--- config.mk ---
export PLATFORM = sky130hd
export DESIGN_NAME = f_minmax_reduce
export DESIGN_NICKNAME = d
export VERILOG_FILES = /design/src/rtl/f_minmax_reduce.sv
export SDC_FILE = /design/constraint.sdc
export NUM_CORES = 1
export LEC_CHECK = 0
export CAP_MARGIN = 10
export CORE_MARGIN = 1.5
export CORE_UTILIZATION = 50
export CTS_BUF_LIST = sky130_fd_sc_hd__clkbuf_2 sky130_fd_sc_hd__clkbuf_4 sky130_fd_sc_hd__clkbuf_8
export CTS_CLUSTER_SIZE = 28
export DETAILED_ROUTE_END_ITERATION = 6
export PLACE_DENSITY_LB_ADDON = 0.08
export SYNTH_ARGS = -nofsm -noshare
export SYNTH_HDL_FRONTEND = slang
export SYNTH_SLANG_ARGS = --single-unit
--- constraint.sdc ---
create_clock -name clk -period 10.3 [get_ports clk]
set_input_delay 2.06 -clock clk [delete_from_list [all_inputs] [get_ports clk]]
set_output_delay 2.06 -clock clk [all_outputs]
set_load 0.02 [all_outputs]
--- src/rtl/f_minmax_reduce.sv ---
// Streaming IEEE-754 single-precision max/min reduction over a counted burst.
// Reports the winning value, its zero-based index, and whether any NaN was seen.
module f_minmax_reduce #(
  parameter int CNT_W = 8
) (
  input  logic             clk,
  input  logic             rst,
  input  logic             start,
  input  logic             mode,
  input  logic [CNT_W-1:0] count,
  input  logic             in_valid,
  output logic             in_ready,
  input  logic [31:0]      in_data,
  output logic             out_valid,
  input  logic             out_ready,
  output logic [31:0]      out_data,
  output logic [CNT_W-1:0] out_idx,
  output logic             out_nan,
  output logic             busy
);

  localparam logic [31:0] QNAN = 32'h7FC0_0000;

  typedef enum logic [1:0] {
    IDLE,
    ACCUM,
    HOLD
  } state_t;

  state_t           state_q;
  logic             modeMin_q;
  logic [CNT_W-1:0] count_q;
  logic [CNT_W-1:0] beat_q;
  logic [31:0]      accData_q;
  logic [CNT_W-1:0] accIdx_q;
  logic             accFull_q;
  logic             nanSeen_q;

  logic             inReady_q;
  logic             outValid_q;
  logic [31:0]      outData_q;
  logic [CNT_W-1:0] outIdx_q;
  logic             outNan_q;
  logic             busy_q;

  logic [31:0]      accData_d;
  logic [CNT_W-1:0] accIdx_d;
  logic             accFull_d;
  logic             nanSeen_d;

  logic             beatFire;
  logic             lastBeat;
  logic             inIsNan;
  logic [31:0]      keyIn;
  logic [31:0]      keyAcc;
  logic             inBetter;
  logic             takeIn;

  // Maps a float onto an unsigned key whose ordering matches the total order
  // (negatives inverted, positives offset above them, so -0.0 sits just below +0.0).
  function automatic logic [31:0] orderKey(input logic [31:0] f);
    return f[31] ? ~f : {1'b1, f[30:0]};
  endfunction

  assign beatFire = in_valid && inReady_q;
  assign lastBeat = (beat_q == (count_q - CNT_W'(1)));
  assign inIsNan  = (&in_data[30:23]) && (|in_data[22:0]);
  assign keyIn    = orderKey(in_data);
  assign keyAcc   = orderKey(accData_q);
  assign inBetter = modeMin_q ? (keyIn < keyAcc) : (keyIn > keyAcc);
  assign takeIn   = beatFire && !inIsNan && (!accFull_q || inBetter);

  always_comb begin
    accData_d = accData_q;
    accIdx_d  = accIdx_q;
    accFull_d = accFull_q;
    nanSeen_d = nanSeen_q | (beatFire && inIsNan);
    if (takeIn) begin
      accData_d = in_data;
      accIdx_d  = beat_q;
      accFull_d = 1'b1;
    end
  end

  // The final beat folds straight into the result registers so out_valid
  // rises on the cycle right after that beat transfers.
  always_ff @(posedge clk or posedge rst) begin
    if (rst) begin
      state_q    <= IDLE;
      modeMin_q  <= 1'b0;
      count_q    <= '0;
      beat_q     <= '0;
      accData_q  <= '0;
      accIdx_q   <= '0;
      accFull_q  <= 1'b0;
      nanSeen_q  <= 1'b0;
      inReady_q  <= 1'b0;
      outValid_q <= 1'b0;
      outData_q  <= '0;
      outIdx_q   <= '0;
      outNan_q   <= 1'b0;
      busy_q     <= 1'b0;
    end else begin
      case (state_q)
        IDLE: begin
          if (start) begin
            modeMin_q <= mode;
            count_q   <= count;
            beat_q    <= '0;
            accFull_q <= 1'b0;
            nanSeen_q <= 1'b0;
            busy_q    <= 1'b1;
            if (count != '0) begin
              state_q   <= ACCUM;
              inReady_q <= 1'b1;
            end else begin
              state_q    <= HOLD;
              outValid_q <= 1'b1;
              outData_q  <= QNAN;
              outIdx_q   <= '0;
              outNan_q   <= 1'b0;
            end
          end
        end
        ACCUM: begin
          if (beatFire) begin
            beat_q    <= beat_q + CNT_W'(1);
            accData_q <= accData_d;
            accIdx_q  <= accIdx_d;
            accFull_q <= accFull_d;
            nanSeen_q <= nanSeen_d;
            if (lastBeat) begin
              state_q    <= HOLD;
              inReady_q  <= 1'b0;
              outValid_q <= 1'b1;
              outData_q  <= accFull_d ? accData_d : QNAN;
              outIdx_q   <= accFull_d ? accIdx_d : '0;
              outNan_q   <= nanSeen_d;
            end
          end
        end
        HOLD: begin
          if (out_ready) begin
            state_q    <= IDLE;
            outValid_q <= 1'b0;
            busy_q     <= 1'b0;
          end
        end
        default: begin
          state_q    <= IDLE;
          inReady_q  <= 1'b0;
          outValid_q <= 1'b0;
          busy_q     <= 1'b0;
        end
      endcase
    end
  end

  assign in_ready  = inReady_q;
  assign out_valid = outValid_q;
  assign out_data  = outData_q;
  assign out_idx   = outIdx_q;
  assign out_nan   = outNan_q;
  assign busy      = busy_q;

endmodule

# [After elaboration in Yosys (flattened, before gate mapping)]
# Cells that the tools add are included.
# Widths: inputs -> output; s select.
[totals] out_inout_bits=44 elab_cells=103 input_bits=46 register_bits=105
[classes] mux=50 bitwise=5 eq_ne=9 magnitude_cmp=2 addsub=2 n_reduce_logical=21
[op_table] op="$mux 32" count=8
[op_table] op="$mux 8" count=8
[op_table] op="$not 32->32" count=2
[op_table] op="$pmux 32 s2" count=1
[op_table] op="$gt 32x32->1" count=1
[op_table] op="$lt 32x32->1" count=1
[op_table] op="$pmux 8 s2" count=2
[op_table] op="$reduce_or 23->1" count=1
[op_table] op="$mux 1" count=19
[op_table] op="$reduce_and 5->1" count=3
[op_table] op="$ne 2x2->1 const B" count=6
[op_table] op="$mux 2" count=5
[op_table] op="$pmux 1 s3" count=3
[op_table] op="$add 8x1->8 const B" count=1
[op_table] op="$eq 8x8->1" count=1
[op_table] op="$reduce_and 8->1" count=1
[op_table] op="$reduce_bool 8->1" count=1
[op_table] op="$sub 8x1->8 const B" count=1
[op_table] op="$pmux 1 s2" count=3
[op_table] op="$pmux 2 s3" count=1
[op_table] op="$reduce_and 3->1" count=2
[op_table] op="$logic_and 1x1->1" count=5
[op_table] op="$reduce_and 2->1" count=2
[op_table] op="$reduce_and 4->1" count=1
[op_table] op="other kinds (8)" count=10

# [Logic depth before layout (Yosys ltp)]
[depth] word_depth=11 depth_mapped=13 mapped_depth_nobuf=9

# [Least setup slack after synthesis]
# Ideal clock, no wire load.
[synth_timing] kind="input to register" start="input port in_data[31]" end="register accData_q[10]" slack_ns=4.823 stages=12 arrival_time_ns=5.352 path_cell_list="clkbuf_1 > clkbuf_1 > xor2_1 > ha_1 > a41oi_1 > o21ai_0 > a221o_1 > a2111o_1 > o221a_2 > nand3_1 > buf_1 > mux2_2"
[synth_between] elab_chain_cells=7
[synth_rtl] element="start, declared" line_no="13" text="input logic [31:0] in_data,"
[synth_rtl] element="$not 32->32" line_no="62" text="return f[31] ? ~f : {1'b1, f[30:0]};"
[synth_rtl] element="$mux 32 (*)" line_no="62"
[synth_rtl] element="$gt 32x32->1 or $lt 32x32->1 (tied branches)" line_no="70" text="assign inBetter = modeMin_q ? (keyIn < keyAcc) : (keyIn > keyAcc);"
[synth_rtl] element="$mux 1 (*)" line_no="70"
[synth_rtl] element="$logic_or 1x1->1 (*)" line_no="71" text="assign takeIn = beatFire && !inIsNan && (!accFull_q || inBetter);"
[synth_rtl] element="$logic_and 1x1->1 (*)" line_no="71"
[synth_rtl] element="$mux 32 (*)" line_no="78" text="if (takeIn) begin"
[synth_rtl] element="end signal, assigned" line_no="128" text="accData_q <= accData_d;"
[synth_rtl] element="end, declared" line_no="34" text="logic [31:0] accData_q;"
# Mark *: on every way between the ends. The rest lies on a longest branch, timed or not.
# A chain may end at the register's enable or synchronous reset.

# [Worst setup path after layout]
[layout_timing] start="input port in_data[31]" end="register accData_q[14]"
# The elaborated chain is that of the path after synthesis.

==> impl_metrics.csv <==
group,metric,value,unit
logic_synthesis,yosys.area.top_type,"dfrtp_1",
power_and_ir_drop,swShare,0.407,
setup_path,crit_slowest_cell,"nand3_2",
power_and_ir_drop,p_comb_frac,0.497,
sta,worst-slew-pin-transition,1110,ps
cts,cts-root-buf,"clkbuf_8",
power_and_ir_drop,power_frac_seq,0.359,
cts,clk_path_buf_depth,2,
placement,gp_congestion,0.838,
detailed_routing,dr.pass1.iters,4,
detailed_routing,wl_per_cell,16.7,um
setup_path,critPathMaxFanout,42,
sta,slew_headroom,0.258,
grt,grt_pass1_vias,4968,
setup_path,critical_path_class,"primary input to flop",
floorplanning,initial_core_util,0.514,
setup_path,crit_path_end_kind,"flop",
layout,fillCellCount,1058,
logic_synthesis,synth_nets,710,
cts,clkLatencyLatePin,390,ps
power_and_ir_drop,intPower,1.19,mW
logic_synthesis,postSynthAreaPerCell,9.83,um2
hold_path,hp-class,"flop to flop",
floorplanning,ioPinCount,90,
sta,finClkSkew,13.7,ps
floorplanning,num_rows,40,
placement,dp_cells,850,
sta,hold_viol,0,
cts,cts_max_level,3,
placement,hpwlAfterDp,10300,um
sta,timing.final.crit_period,6650,ps
logic_synthesis,yosysWarnings,0,
logic_synthesis,ys_types,48,
setup_path,path_cells,"buf_2, xor2_1, ha_1, nand4_1, nor4_1, o21ai_0, a31oi_1, o221a_2, nand3_2, mux2_2",
cts,tritoncts,"done",
sta,rsz0062_at_grt,"false",
detailed_routing,ant_nets,0,
setup_path,cp.required,10570,ps
grt,antenna_found_initial,0,
logic_synthesis,synth.most_common_cell,"dfrtp_1",
layout,instances_no_fill,866,
detailed_routing,vias,4902,
cts,clock_sinks,105,
sta,fin_crit_sh,0.646,
grt,grt_max_degree,82,
power_and_ir_drop,powerDensity,271,mW/mm2
sta,setup_viol,0,
cts,post_cts.repair.setup_buffers,0,
run_status,outcome,"complete, no violations",
job,cap_violations,0,
logic_synthesis,synth_top_cell_area_share,0.424,
power_and_ir_drop,ir_worst_vdd,0.000125,V
logic_synthesis,synth-edff-count,0,
cts,ctsResizeCount,0,
grt,overflow,0,
power_and_ir_drop,switchingPower,814,uW
detailed_routing,vias_per_cell,5.66,
sta,maxSlewViolCount,0,
floorplanning,core_area,0.0121,mm2
logic_synthesis,synth_area,0.00620,mm2
cts,cts_buffers,9,
logic_synthesis,syn_inst,630,
floorplanning,die_w,114,um
layout,drive_gt1_frac,0.106,
setup_path,critical_path_buf_inv_count,1,
detailed_routing,wl,14500,um
logic_synthesis,synth_area_leaders,"dfrtp_1 42%, mux2_2 7.8%, ha_1 6.9%",
sta,finalSetupTns,0,ps
layout,antenna_cells,0,
detailed_routing,drt_iter0_drc,200,
setup_path,start_kind,"primary input",
power_and_ir_drop,cellLeakagePower,3.06,nW
placement,placement.io_buffers,89,
power_and_ir_drop,clkPwrFrac,0.143,
floorplanning,die_area,0.0131,mm2
logic_synthesis,ys_ff_latch,105,
detailed_routing,drc,0,
layout,syn_to_final_growth,19.2,%
cts,path_clk_slew,90,ps
floorplanning,die_h,114,um
power_and_ir_drop,finalPower,2.00,mW
grt,grt_pass1_wl,24600,um
grt,grt_usage,0.238,
logic_synthesis,synth_common_cells,"105 x dfrtp_1, 102 x nand2_1, 43 x mux2_2, 43 x nand4_1, 40 x xnor2_1",
layout,fin_nets,773,
setup_path,path_delay_family,"simple AND/OR/NAND/NOR gates",
logic_synthesis,postSynth.topFlopCell,"dfrtp_1",
logic_synthesis,yosysSeqAreaShare,0.424,
sta,max_freq,150,MHz
setup_path,slowest_delay,1060,ps
setup_path,cp.arrival,6920,ps
cts,ctsHoldBuffers,0,
logic_synthesis,async_flop_share,1.00,
[state kept, by name, indices dropped and copies added (netlist names)]
signal     cells
out_nan        1
busy           1
out_valid      1
in_ready       1
count_q        8
accData_q     32
out_idx        8
accIdx_q       8
out_data      32
nanSeen_q      1
state_q        2
accFull_q      1
beat_q         8
modeMin_q      1
[worst register-to-register path, stage by stage, from the launching register on]
cell and delay [ps]:
dfrtp_1 920, buf_4 430, xnor2_1 130, ha_1 320
nand4_1 140, nor3_1 380, nand4_1 210, a31oi_1 250
o221a_2 870, nand3_2 1090, mux2_2 630
[cells by family (layout without fill, tap and decap cells)]
group / after synthesis / in the layout / share of synthesized area
simple gates: 224 / 224 / 0.175
mux: 44 / 44 / 0.0798
xor+xnor: 78 / 78 / 0.110
fa+ha+maj: 34 / 34 / 0.0687
compound gates: 93 / 93 / 0.107
flops: 105 / 105 / 0.424
buf+inv: 52 / 120 / 0.0347
[final cells by class]
| class | instances | area [um2] | share of cell area |
|---|---|---|---|
| well taps | 168 | 210 | 0.0285 |
| multi-input cells | 473 | 3360 | 0.455 |
| clock inverters | 5 | 78.8 | 0.0107 |
| clock buffers | 11 | 139 | 0.0188 |
| repair buffers | 95 | 931 | 0.126 |
| flip-flops and latches | 105 | 2630 | 0.356 |
| inverters | 9 | 36.3 | 0.00491 |
[per-stage QoR]
step	instance area, um2	utilization	hold WS [ps]	setup slack (ps)
after floorplan	6200	-	467	4820
after global placement	7170	0.594	470	3510
after detailed placement	7170	0.594	472	3280
after CTS	7390	0.612	500	3710
after global routing	7390	0.612	518	3220
final	7390	0.612	492	3650
[per-layer routing]
metal  routed length, um  GRT usage  vias up
met4                 262     0.0867        0
li1                    -          -     2380
met2                6720      0.390       91
met5                   0          0        -
met3                 535     0.0371       22
met1                6970      0.322     2409
[path summary, 6_finish.rpt]
path / start / endpoint / slack, ps / depth (start not counted)
setup / recovery: in_data[31] / accData_q[14]$_DFFE_PP0P_ / 3650 / 10
hold / removal: busy$_DFFE_PP0P_ / busy$_DFFE_PP0P_ / 490 / 2
setup reg to reg: accData_q[31]$_DFFE_PP0P_ / accData_q[14]$_DFFE_PP0P_ / 4820 / 10
hold reg to reg: busy$_DFFE_PP0P_ / busy$_DFFE_PP0P_ / 490 / 2
max in group asynchronous: rst / accData_q[7]$_DFFE_PP0P_ / 6990 / 3
min in group asynchronous: rst / out_data[12]$_DFFE_PP0P_ / 1980 / 2
[power by group through the flow]
stage	Clock [mW]	Combinational, mW	Sequential [mW]
final	0.287	0.995	0.718
after global routing	0.311	1.12	0.741
after CTS	0.291	1.00	0.718
after detailed placement	0	0.998	0.726
after global placement	0	0.969	0.718
after floorplan	0	0.702	0.721
[cell usage in the layout (no fill, tap or decap), types with 30 or more instances in the layout]
cell / Yosys / routed
ha_1: 34 / 34
clkdlybuf4s50_1: 0 / 88
dfrtp_1: 105 / 105
nand2_1: 102 / 102
xor2_1: 38 / 38
mux2_2: 43 / 43
nor2_1: 30 / 30
nand4_1: 43 / 43
xnor2_1: 40 / 40
o211ai_1: 32 / 32
(Power assumes the default switching activity.)
